[src/rtl/multicycle_control.sv]
// rtl/multicycle_control.sv - multi-cycle LEGv8 control FSM (fetch/decode/exec/mem/wb/branch/halt)
module multicycle_control #(
  parameter int INSTR_LEN = 32
) (
  input  logic                 clk,
  input  logic                 reset_n,
  input  logic [INSTR_LEN-1:0] instruction,
  input  logic                 zero,
  input  logic                 imem_ready,
  input  logic                 dmem_ready,
  output logic                 imem_req,
  output logic                 ir_write,
  output logic                 dmem_req,
  output logic                 dmem_write,
  output logic                 reg_write,
  output logic                 mem_to_reg,
  output logic                 reg2_loc,
  output logic                 alu_src,
  output logic [3:0]           alu_op,
  output logic                 pc_write,
  output logic                 pc_src,
  output logic                 instr_done,
  output logic                 halted,
  output logic [2:0]           state
);

  typedef enum logic [2:0] {
    S_FETCH  = 3'd0,
    S_DECODE = 3'd1,
    S_EXEC   = 3'd2,
    S_MEM    = 3'd3,
    S_WB     = 3'd4,
    S_BRANCH = 3'd5,
    S_HALT   = 3'd7
  } state_t;

  localparam logic [3:0] ALU_AND    = 4'b0000;
  localparam logic [3:0] ALU_ORR    = 4'b0001;
  localparam logic [3:0] ALU_ADD    = 4'b0010;
  localparam logic [3:0] ALU_SUB    = 4'b0110;
  localparam logic [3:0] ALU_PASS_B = 4'b0111;

  state_t state_q, state_d;

  logic [10:0] opc11;
  logic        is_add, is_sub, is_and, is_orr, is_rtype;
  logic        is_ldur, is_stur, is_cbz, is_b;
  logic [3:0]  rtype_alu_op;
  logic        unused_instr_bits;

  // Only the opcode field steers control; operand fields go straight to the datapath.
  assign opc11             = instruction[31:21];
  assign unused_instr_bits = ^instruction[20:0];
  assign state             = state_q;

  // Opcode classification of the latched instruction register
  always_comb begin
    is_add       = (opc11 == 11'h458);
    is_sub       = (opc11 == 11'h658);
    is_and       = (opc11 == 11'h450);
    is_orr       = (opc11 == 11'h550);
    is_ldur      = (opc11 == 11'h7C2);
    is_stur      = (opc11 == 11'h7C0);
    is_cbz       = (instruction[31:24] == 8'hB4);
    is_b         = (instruction[31:26] == 6'h05);
    is_rtype     = is_add | is_sub | is_and | is_orr;
    rtype_alu_op = ALU_ADD;
    if (is_sub) rtype_alu_op = ALU_SUB;
    if (is_and) rtype_alu_op = ALU_AND;
    if (is_orr) rtype_alu_op = ALU_ORR;
  end

  // Next-state sequencing; memory handshakes stall FETCH and MEM
  always_comb begin
    state_d = state_q;
    case (state_q)
      S_FETCH:  if (imem_ready) state_d = S_DECODE;
      S_DECODE: begin
        if (is_rtype || is_ldur || is_stur) state_d = S_EXEC;
        else if (is_cbz || is_b)            state_d = S_BRANCH;
        else                                state_d = S_HALT;
      end
      S_EXEC:   state_d = is_rtype ? S_WB : S_MEM;
      S_MEM:    if (dmem_ready) state_d = is_ldur ? S_WB : S_FETCH;
      S_WB:     state_d = S_FETCH;
      S_BRANCH: state_d = S_FETCH;
      S_HALT:   state_d = S_HALT;
      default:  state_d = S_HALT;
    endcase
  end

  // Control outputs decoded from state; forced low while reset is held
  always_comb begin
    imem_req   = 1'b0;
    ir_write   = 1'b0;
    dmem_req   = 1'b0;
    dmem_write = 1'b0;
    reg_write  = 1'b0;
    mem_to_reg = 1'b0;
    reg2_loc   = 1'b0;
    alu_src    = 1'b0;
    alu_op     = 4'b0000;
    pc_write   = 1'b0;
    pc_src     = 1'b0;
    instr_done = 1'b0;
    halted     = 1'b0;
    case (state_q)
      S_FETCH: begin
        imem_req = 1'b1;
        ir_write = imem_ready;
      end
      S_EXEC: begin
        if (is_rtype) begin
          alu_op = rtype_alu_op;
        end else begin
          alu_src = 1'b1;
          alu_op  = ALU_ADD;
        end
      end
      S_MEM: begin
        dmem_req = 1'b1;
        alu_src  = 1'b1;
        alu_op   = ALU_ADD;
        if (is_stur) begin
          dmem_write = 1'b1;
          reg2_loc   = 1'b1;
          pc_write   = dmem_ready;
          instr_done = dmem_ready;
        end
      end
      S_WB: begin
        reg_write  = 1'b1;
        mem_to_reg = is_ldur;
        pc_write   = 1'b1;
        instr_done = 1'b1;
        if (is_rtype) alu_op = rtype_alu_op;
      end
      S_BRANCH: begin
        pc_write   = 1'b1;
        instr_done = 1'b1;
        if (is_b) begin
          pc_src = 1'b1;
        end else begin
          reg2_loc = 1'b1;
          alu_op   = ALU_PASS_B;
          pc_src   = zero;
        end
      end
      S_HALT:  halted = 1'b1;
      default: ;
    endcase
    if (!reset_n) begin
      imem_req   = 1'b0;
      ir_write   = 1'b0;
      dmem_req   = 1'b0;
      dmem_write = 1'b0;
      reg_write  = 1'b0;
      mem_to_reg = 1'b0;
      reg2_loc   = 1'b0;
      alu_src    = 1'b0;
      alu_op     = 4'b0000;
      pc_write   = 1'b0;
      pc_src     = 1'b0;
      instr_done = 1'b0;
      halted     = 1'b0;
    end
  end

  // State register, the only storage in the block
  always_ff @(posedge clk or negedge reset_n) begin
    if (!reset_n) state_q <= S_FETCH;
    else          state_q <= state_d;
  end

endmodule

[config.mk]
export PLATFORM = sky130hd
export DESIGN_NAME = multicycle_control
export DESIGN_NICKNAME = d
export VERILOG_FILES = /design/src/rtl/multicycle_control.sv
export SDC_FILE = /design/constraint.sdc
export NUM_CORES = 1
export LEC_CHECK = 0
export CAP_MARGIN = 20
export CORE_MARGIN = 8
export CORE_UTILIZATION = 27
export CTS_BUF_LIST = sky130_fd_sc_hd__clkbuf_8 sky130_fd_sc_hd__clkbuf_16
export DETAILED_ROUTE_END_ITERATION = 6
export PLACE_DENSITY = 0.81
export SYNTH_ARGS = -nofsm -noshare
export SYNTH_HDL_FRONTEND = slang
export SYNTH_SLANG_ARGS = --single-unit
[constraint.sdc]
create_clock -name clk -period 2.1 [get_ports clk]
set_input_delay 0.42 -clock clk [delete_from_list [all_inputs] [get_ports clk]]
set_output_delay 0.42 -clock clk [all_outputs]
set_load 0.02 [all_outputs]
==> results of run 1 <==
[cell families after synthesis]
logic type               synth area share (%)
flip-flops                               12.6
adder cells (fa/ha/maj)                  6.29
multiplexers                             1.68
AND/OR/NAND/NOR                          50.9
buffers and inverters                    8.80
other                                   0.628
XOR/XNOR                                 1.47
AO/OA/AOI/OAI                            17.6
[through the flow]
step	power (mW)	hold WS, ns	std cells	cell area [um2]
6_report	1.33	0.659	188	1310
5_1_grt	1.44	0.679	188	1310
4_1_cts	1.33	0.639	186	1300
3_5_place_dp	1.15	0.808	180	1260
3_3_place_gp	1.12	0.781	180	1260
2_1_floorplan	0.615	0.124	85	633
[worst reg2reg max path, cell delays in order (launching register included)]
cell and delay (ns):
dfrtp_1 0.41, buf_4 0.19, buf_4 0.14, nor4_1 0.33, a31oi_1 0.09, a32oi_1 0.21
nand3_1 0.11
[per-layer routing]
| layer | vias up | routed length, um |
|---|---|---|
| met3 | 7 | 112 |
| li1 | 456 | - |
| met4 | 0 | 65 |
| met1 | 441 | 1220 |
| met2 | 30 | 1420 |
| met5 | - | 0 |
[power by group through the flow]
stage / Clock [mW] / Sequential (mW) / Combinational (mW)
after global placement: 0 / 0.122 / 0.995
after CTS: 0.168 / 0.122 / 1.04
final: 0.163 / 0.123 / 1.04
after detailed placement: 0 / 0.122 / 1.02
after floorplan: 0 / 0.158 / 0.458
after global routing: 0.175 / 0.127 / 1.14
[area by class of cell]
type                    count  share of cell area (%)
repair buffers             76                    46.1
flip-flops and latches      3                    5.73
clock buffers               3                    3.15
clock inverters             1                   0.286
inverters                   6                    1.72
multi-input cells          71                    40.4
well taps                  28                    2.67
[cells in the final DEF (no fill, tap or decap), drive strengths merged, types with 2 or more instances in the layout]
| master | instances |
|---|---|
| nor3 | 4 |
| nand4 | 2 |
| buf | 60 |
| and3 | 2 |
| nor4 | 2 |
| dfrtp | 3 |
| inv | 7 |
| nor2 | 11 |
| clkdlybuf4s50 | 7 |
| ha | 3 |
| dlygate4sd2 | 3 |
| clkbuf | 7 |
| and2 | 3 |
| a31oi | 2 |
| nand3 | 7 |
| nand2 | 7 |
| o21ai | 2 |
| a21oi | 5 |
| clkdlybuf4s15 | 2 |
| nor2b | 2 |
[worst paths after layout]
| path | to | from | cells past startpoint |
|---|---|---|---|
| setup / recovery | instr_done | instruction[23] | 6 |
| hold / removal | state[1] | instruction[27] | 5 |
| setup reg to reg | state[2] | state[2] | 6 |
| hold reg to reg | state[0] | state[2] | 4 |
| max in group asynchronous | state[0] | reset_n | 3 |
| min in group asynchronous | state[2] | reset_n | 3 |
[what timing repair did]
item | in CTS | in global routing
setup buffers | 2 | 2
pin swaps | 9 | 2
gates resized for setup | 100 | 10
endpoints found under the setup margin | 18 | 14
cloned | 0 | 0
==> results by group, run 1 <==
Status
  • Status: complete, but fails checks
  • Failing checks: negative setup slack

Synthesis
  • Top-area cell type share of the netlist area: 12.6%
  • Fraction of registers with async set/reset: 100%
  • Post-synthesis sequential area ratio: 12.6%
  • Synth area leader: dfrtp_1
  • Ys Warns: 0
  • Synthesis-stage register bit count: 3
  • Most common cell in the synthesized netlist: nor2_1
  • Distinct cell type count after synthesis: 38
  • Post-Syn Nets: 125
  • Syn avg cell area: 7.02 um2
  • Ys flop type: dfrtp_1
  • Most frequent cells after synthesis: nor2_1, nand2_1, nand3_1
  • Top cells by area, synth: dfrtp_1, nor2_1, ha_1
  • Gate count after technology mapping: 85
  • Mapped cell area: 597 um2
  • Post-synth EDFFs: 0

Power and ir drop
  • Sw frac: 45.0%
  • Clock power share: 12.3%
  • Seq pwr share: 9.2%
  • Comb power frac: 78.5%
  • Leakage power: 0.644 nW
  • Worst VDD drop: 0.802 mV
  • Int Power: 0.732 mW
  • Power Density: 1010 nW/um2
  • P_sw: 0.599 mW

CTS
  • TritonCTS clock tree: done
  • Sink Count: 3
  • CTS H-tree lvls: 1
  • Reg clk slew, reported paths: 0.03 ns
  • Clk root buf: clkbuf_8
  • Clock Tree Buf Depth: 2
  • Hold Buf Count CTS: 0
  • Worst skew pair latency: 0.22 ns
  • CTS Buf Count: 3

Place
  • Pre-CTS WS: -1.09 ns
  • Gpl congestion: 0.910
  • Post-DP HPWL: 2190 um
  • # port buffers: 33

Critical path
  • CP Class: in -> out
  • Reg2Reg Setup Slack: 0.49 ns
  • WP data arrival: 1.94 ns
  • CP cell instances: buf_6 > or4b_4 > nand4bb_4 > nor4_4 > a22o_4 > buf_6
  • CP max stage delay: 0.54 ns
  • Cell mode on critical path: buf_6
  • CP Max Fanout: 3
  • CP max-delay cell: or4b_4
  • Worst Path Buf+Inv: 2
  • Kind of end point of the critical path: primary output
  • Crit start category: primary input
  • CP top delay family: simple AND/OR/NAND/NOR gates
  • Req. time, crit path: 1.68 ns

GRT
  • Initial antenna violation count: 0
  • First-pass GRT wire length: 4770 um
  • Vias in the first global route: 1031
  • Met1 usage: 16.4%
  • GR Overflow Total: 0
  • GR peak layer: met2
  • Pin count of the biggest net entering global routing: 10
  • Met2 GRT Util: 24.7%
  • Routing usage on met3: 2.69%
  • GR Util All Layers: 14.3%

Route
  • ANT nets after route: 0
  • WL final: 2810 um
  • Remaining DRCs: 0
  • DRT Pass-1 Iters: 4
  • Drt first-iter violations: 30
  • Via count: 934
  • Routed WL per cell: 15.0 um
  • Via density: 4.97

Timing
  • Pins over their slew limit: 0
  • Period utilization: 113%
  • RSZ-0062 raised after global routing: true
  • Final setup margin: -0.263 ns
  • Final setup violating endpoints: 9
  • Fmax: 0.423 GHz
  • Setup TNS: -1.63 ns
  • Min Tclk post-route: 2.36 ns
  • Final hold viol count: 0
  • Layout Skew: 0.00108 ns

Floorplan
  • DIE WIDTH: 63.0 um
  • Die height: 63.0 um
  • CORE AREA: 2150 um2
  • IO Pins: 56
  • DIE AREA: 3970 um2
  • Starting density of the core: 27.8%
  • Rows: 17

Cells and area
  • Sequential Area: 75.1 um2
  • Fraction of layout cells with a size suffix above 1: 52.5%
  • Final nets: 201
  • Diodes inserted: 0
  • Max FFs per register: 3
  • # fillers: 191
  • Multi-input logic area: 529 um2
  • Area growth syn-to-layout: 120%
  • Util after Layout: 61.0%

Job
  • Max Cap Viol: 0

Hold path
  • Hold Crit Class: in -> reg
No activity file was read; power rests on OpenSTA's default activity.
==> inputs of run 2 (changes only) <==
--- a/config.mk
+++ b/config.mk
@@ -10,7 +10,7 @@
 export CORE_UTILIZATION = 27
 export CTS_BUF_LIST = sky130_fd_sc_hd__clkbuf_8 sky130_fd_sc_hd__clkbuf_16
 export DETAILED_ROUTE_END_ITERATION = 6
-export PLACE_DENSITY = 0.81
+export PLACE_DENSITY_LB_ADDON = 0.12
 export SYNTH_ARGS = -nofsm -noshare
 export SYNTH_HDL_FRONTEND = slang
 export SYNTH_SLANG_ARGS = --single-unit
==> run 2 against run 1 <==
  * The flow still finishes with violations (negative setup slack)
  * Setup slack better by 0.044 ns
  * Register-to-register slack better by 0.02 ns
  * Via count shrank 3.3%
  * Sequential power increased by 6%
  * Wire length shrank 13%
  * Total power fell by 1.6%
  * Utilization up 0.17 points
  * Clock-buffer cell count did not move
  * Clock skew barely moved
  * Clock power decreased by 2%
  * Critical path type unchanged
  * Critical endpoint is now pc_write
==> results by group, run 2 (same netlist as run 1, synthesis figures left out) <==
Timing
  • Layout Skew: 0.000873 ns (-0.000208 ns)
  • Final setup margin: -0.219 ns (+0.0440 ns)
  • Period utilization: 110% (-2.1 points)
  • Setup TNS: -1.48 ns (+0.152 ns)
  • Final hold viol count: 0 (unchanged)
  • Hold Worst Slack: 0.373 ns (-0.286 ns)
  • Final setup violating endpoints: 9 (unchanged)
  • Min Tclk post-route: 2.32 ns (-0.0440 ns)
  • Pins over their slew limit: 0 (unchanged)
  • Fmax: 0.431 GHz (+1.9%)
  • RSZ-0062 raised after global routing: true

Cells and area
  • Fraction of layout cells with a size suffix above 1: 50.6% (-1.9 points)
  • Final nets: 199 (-1.0%)
  • Multi-input logic area: 527 um2 (-0.47%)
  • Area growth syn-to-layout: 120%
  • Most frequent cells in the layout: buf_4, nor2_1, buf_6, inv_1, nand3_1
  • Most common cell after layout, fill and taps aside: buf_4
  • Sequential Area: 75.1 um2 (unchanged)
  • # fillers: 194 (+1.6%)
  • Util after Layout: 61.2% (+0.17 points)
  • Max FFs per register: 3 (unchanged)
  • Diodes inserted: 0 (unchanged)

Critical path
  • Reg2Reg Capture Point: state[2]
  • Reg2reg path depth: 6 (unchanged)
  • CP cell instances: buf_6 > or4b_4 > nand4bb_4 > nor4_4 > a22o_4 > buf_6
  • Worst reg2reg startpoint: state[2]
  • Reg2Reg Setup Slack: 0.51 ns (+0.02 ns)
  • WP data arrival: 1.90 ns (-0.04 ns)
  • CP max stage delay: 0.54 ns (about the same)
  • Cell mode on critical path: buf_6
  • CP Max Fanout: 3 (unchanged)
  • Req. time, crit path: 1.68 ns (about the same)
  • Kind of end point of the critical path: primary output
  • Crit start category: primary input
  • CP Class: in -> out
  • CP max-delay cell: or4b_4

Route
  • Routed WL per cell: 13.2 um (-12%)
  • ANT nets after route: 0 (unchanged)
  • Drt first-iter violations: 17 (-43%)
  • Via count: 903 (-3.3%)
  • Via density: 4.85 (-2.3%)
  • WL final: 2450 um (-13%)
  • Remaining DRCs: 0 (unchanged)
  • DRT Pass-1 Iters: 4 (unchanged)

Power and ir drop
  • Worst VDD drop: 0.740 mV (-7.7%)
  • Power Density: 996 nW/um2 (-1.9%)
  • Tot Pwr: 1.31 mW (-1.6%)
  • Leakage power: 0.643 nW (-0.24%)

Floorplan
  • Rows: 17 (unchanged)
  • IO Pins: 56 (unchanged)
  • Die height: 63.0 um (unchanged)
  • CORE AREA: 2150 um2 (unchanged)
  • Starting density of the core: 27.8% (unchanged)
  • DIE WIDTH: 63.0 um (unchanged)
  • DIE AREA: 3970 um2 (unchanged)

GRT
  • Vias in the first global route: 931 (-9.7%)
  • Initial antenna violation count: 0 (unchanged)
  • Pin count of the biggest net entering global routing: 8 (-2)
  • GR Util All Layers: 12.4% (-1.9 points)
  • GR Overflow Total: 0 (unchanged)
  • First-pass GRT wire length: 4200 um (-12%)

Status
  • Failing checks: negative setup slack
  • Status: complete, but fails checks

CTS
  • Clk root buf: clkbuf_8
  • Hold Buf Count CTS: 0 (unchanged)
  • CTS Buf Count: 3 (unchanged)
  • Sink Count: 3 (unchanged)
  • Reg clk slew, reported paths: 0.03 ns (about the same)
  • Clock Tree Buf Depth: 2 (unchanged)
  • Worst skew pair latency: 0.21 ns (about the same)
  • TritonCTS clock tree: done
  • CTS H-tree lvls: 1 (unchanged)

Job
  • Max Cap Viol: 0 (unchanged)

Place
  • Pre-CTS WS: -1.05 ns (+0.0396 ns)
  • Post-DP HPWL: 2080 um (-5.1%)
  • Gpl congestion: 0.854 (-6.1%)
  • # port buffers: 33 (unchanged)

Hold path
  • Hold Crit Class: in -> async
run 2: cell types whose count changed in the layout (fill, tap and decap cells not counted), sizes merged:
cell / previous run / this run
buf: 60 / 57
clkbuf: 7 / 5
clkdlybuf4s15: 2 / 5
clkdlybuf4s50: 7 / 6
dlymetal6s2s: 0 / 1
run 2: repair_timing:
action / CTS / global route
buffers inserted: 1 / 1
pin swaps: 8 / 0
endpoints found under the setup margin: 18 / 14
gates resized for setup: 99 / 7
run 2: routing by layer:
layer	track usage, %	wire length, um	vias up
met5	0	0	-
met4	2.28	10	0
met3	4.12	144	2
met2	22.4	1250	25
met1	13.7	1040	422
li1	-	-	454
run 2: worst max-delay path: cells and delay by family:
kind            cells  cell delay [ns]
buf+inv             2             0.20
simple gates        3             1.10
compound gates      1             0.18
run 2: how the worst max path moves through the flow:
stage	start	to	slack, ns	cells past startpoint
2_1_floorplan	instruction[21]	pc_write	-0.34	5
3_3_place_gp	instruction[21]	pc_write	-1.03	6
3_5_place_dp	instruction[27]	pc_write	-1.05	6
4_1_cts	instruction[23]	pc_write	-0.23	6
5_1_grt	instruction[23]	pc_write	-0.28	6
6_report	instruction[23]	pc_write	-0.22	6
run 2: per-stage QoR:
stage,area [um2],cells
final,1320,186
after global routing,1320,186
after CTS,1300,185
after detailed placement,1260,180
after global placement,1260,180
after floorplan,633,85
run 2: power breakdown:
part / internal [mW] / switching [mW]
clock network: 0.124 / 0.0350
registers: 0.0888 / 0.0415
logic: 0.521 / 0.499
run 2: layout make-up:
type	count	share of cell area [%]
multi-input cells	71	40.1
flip-flops and latches	3	5.71
well taps	28	2.66
clock inverters	1	0.285
clock buffers	3	3.14
inverters	6	1.71
repair buffers	74	46.4
==> inputs of run 3 (changes only) <==
==> constraint.sdc (replaced) <==
create_clock -name clk -period 2.1 [get_ports clk]
set_input_delay 0.42 -clock clk [delete_from_list [all_inputs] [get_ports clk]]
set_output_delay 0.42 -clock clk [all_outputs]
set_load 0.1 [all_outputs]
==> run 3 against run 2 <==
  * Die area stayed put
  * Sequential cell count unchanged
  * Via count down 0.22%
  * Fmax fell by 4.5%
  * The flow still finishes with violations (negative setup slack)
  * Total power rose by 47%
  * Hold slack gained 0.33 ns
  * Sequential power is 45% higher
  * Highest routed layer unchanged
  * Wire length increased by 5.4%
  * Final area grew 16%
  * Critical path depth unchanged
==> results by group, run 3 (same netlist as run 1, synthesis figures left out) <==
Power and ir drop
  • Power Density: 1260 nW/um2 (+27%)
  • Leakage power: 0.678 nW (+5.5%)
  • Worst VDD drop: 1.02 mV (+38%)
  • Tot Pwr: 1.93 mW (+47%)

Hold path
  • Hold Crit Class: in -> async

Timing
  • RSZ-0062 raised after global routing: true
  • Period utilization: 116% (+5.2 points)
  • Setup TNS: -2.29 ns (-0.810 ns)
  • Pins over their slew limit: 0 (unchanged)
  • Fmax: 0.412 GHz (-4.5%)
  • Final setup margin: -0.328 ns (-0.109 ns)
  • Final hold viol count: 0 (unchanged)
  • Final setup violating endpoints: 9 (unchanged)
  • Layout Skew: 0.00317 ns (+0.00229 ns)
  • Hold Worst Slack: 0.700 ns (+0.327 ns)
  • Min Tclk post-route: 2.43 ns (+0.109 ns)

Critical path
  • CP Class: in -> out
  • Crit start category: primary input
  • Kind of end point of the critical path: primary output
  • WP data arrival: 2.01 ns (+0.11 ns)
  • Req. time, crit path: 1.68 ns (about the same)
  • CP Max Fanout: 3 (unchanged)

Route
  • Routed WL per cell: 14.7 um (+11%)
  • Highest metal layer with signal wires: met4
  • Remaining DRCs: 0 (unchanged)
  • Drt first-iter violations: 17 (unchanged)
  • DRT met1 WL: 1020 um (-2.6%)
  • Via density: 5.12 (+5.4%)
  • WL met2: 1400 um (+12%)
  • DRT Pass-1 Iters: 4 (unchanged)
  • WL final: 2580 um (+5.4%)
  • Via count: 901 (-0.22%)
  • Metal3 WL: 132 um (-8.3%)
  • ANT nets after route: 0 (unchanged)

Place
  • Gpl congestion: 0.833 (-2.5%)
  • Pre-CTS WS: -0.653 ns (+0.401 ns)
  • Post-placement cell count: 171 (-5.0%)
  • # port buffers: 33 (unchanged)
  • Post-DP HPWL: 2030 um (-2.0%)

Cells and area
  • Area growth syn-to-layout: 156%
  • Multi-input logic area: 622 um2 (+18%)
  • Fraction of layout cells with a size suffix above 1: 58.8% (+8.2 points)
  • Sequential Area: 80.1 um2 (+6.7%)
  • Final Non-Filler Cells: 176 (-5.4%)
  • Max FFs per register: 3 (unchanged)
  • Diodes inserted: 0 (unchanged)
  • Final nets: 189 (-5.0%)
  • # fillers: 160 (-18%)
  • Most frequent cells in the layout: buf_4, buf_12, inv_1, nand3_1
  • Most common cell after layout, fill and taps aside: buf_4

CTS
  • CTS Buf Count: 3 (unchanged)
  • Hold Buf Count CTS: 0 (unchanged)
  • Clk root buf: clkbuf_8
  • Clock Tree Buf Depth: 2 (unchanged)
  • Sink Count: 3 (unchanged)
  • Reg clk slew, reported paths: 0.03 ns (about the same)
  • TritonCTS clock tree: done
  • Worst skew pair latency: 0.22 ns (about the same)
  • CTS H-tree lvls: 1 (unchanged)

GRT
  • Pin count of the biggest net entering global routing: 14 (+6)
  • GR Util All Layers: 12.7% (+0.26 points)
  • First-pass GRT wire length: 4230 um (+0.64%)
  • Vias in the first global route: 942 (+1.2%)
  • Initial antenna violation count: 0 (unchanged)
  • GR Overflow Total: 0 (unchanged)

Status
  • Status: complete, but fails checks
  • Failing checks: negative setup slack

Job
  • Max Cap Viol: 0 (unchanged)

Floorplan
  • Die height: 63.0 um (unchanged)
  • Rows: 17 (unchanged)
  • IO Pins: 56 (unchanged)
  • DIE WIDTH: 63.0 um (unchanged)
  • DIE AREA: 3970 um2 (unchanged)
  • Starting density of the core: 27.8% (unchanged)
  • CORE AREA: 2150 um2 (unchanged)
==> run 3: cell types whose count changed in the layout (fill, tap and decap cells not counted), moves of 3 or more <==
cell / delta
dlygate4sd2_1: -3
buf_4: -13
nor2_4: +4
nor2_1: -3
a21oi_4: +3
buf_6: -6
buf_12: +18
clkdlybuf4s15_2: -4
==> run 3: metal layers <==
layer	up-vias	track usage, %
li1	433	-
met1	430	14.0
met2	34	23.3
met3	4	1.97
met4	0	4.84
met5	-	0
==> run 3: worst max-delay path, stage by stage <==
cell and delay [ns]:
buf_6 0.09, or4b_4 0.54, nand4bb_4 0.24, nor4_4 0.34, a22o_4 0.20, buf_12 0.17
==> run 3: worst paths after layout <==
path / slack [ns] / end / from / cells after the start
worst max-delay path: -0.33 / pc_write / instruction[23] / 6
worst min-delay path: 0.70 / state[1] / reset_n / 3
worst max register to register: 0.47 / state[2] / state[1] / 5
worst min register to register: 0.81 / state[1] / state[0] / 2
max in group asynchronous: 1.27 / state[0] / reset_n / 3
min in group clk: 0.70 / state[2] / instruction[22] / 5
==> run 3: repair_timing <==
item	in CTS	in global routing
buffers inserted	0	1
endpoints found under the setup margin	13	12
pin swaps	8	5
gates resized for setup	29	12
==> run 3: report_power, final <==
group          total [mW]  switching (mW)  leakage, nW  internal [mW]
Combinational        1.58           0.980        0.617          0.597
Sequential          0.188          0.0904       0.0342         0.0972
Clock               0.164          0.0397       0.0269          0.125
Total                1.93            1.11        0.678          0.818
==> run 3: metrics by stage <==
stage	cell area, um2	util [%]
floorplan	726	-
global placement	1450	67.7
detailed placement	1450	67.7
CTS	1520	70.6
global route	1530	71.2
finish	1530	71.2
==> run 3: area by class of cell <==
cell class / instances / area share, %
Clock buffer: 3 / 2.70
Clock inverter: 1 / 0.245
Inverter: 6 / 1.47
Multi-Input combinational cell: 71 / 40.7
Sequential cell: 3 / 5.24
Tap cell: 28 / 2.29
Timing Repair Buffer: 64 / 47.4
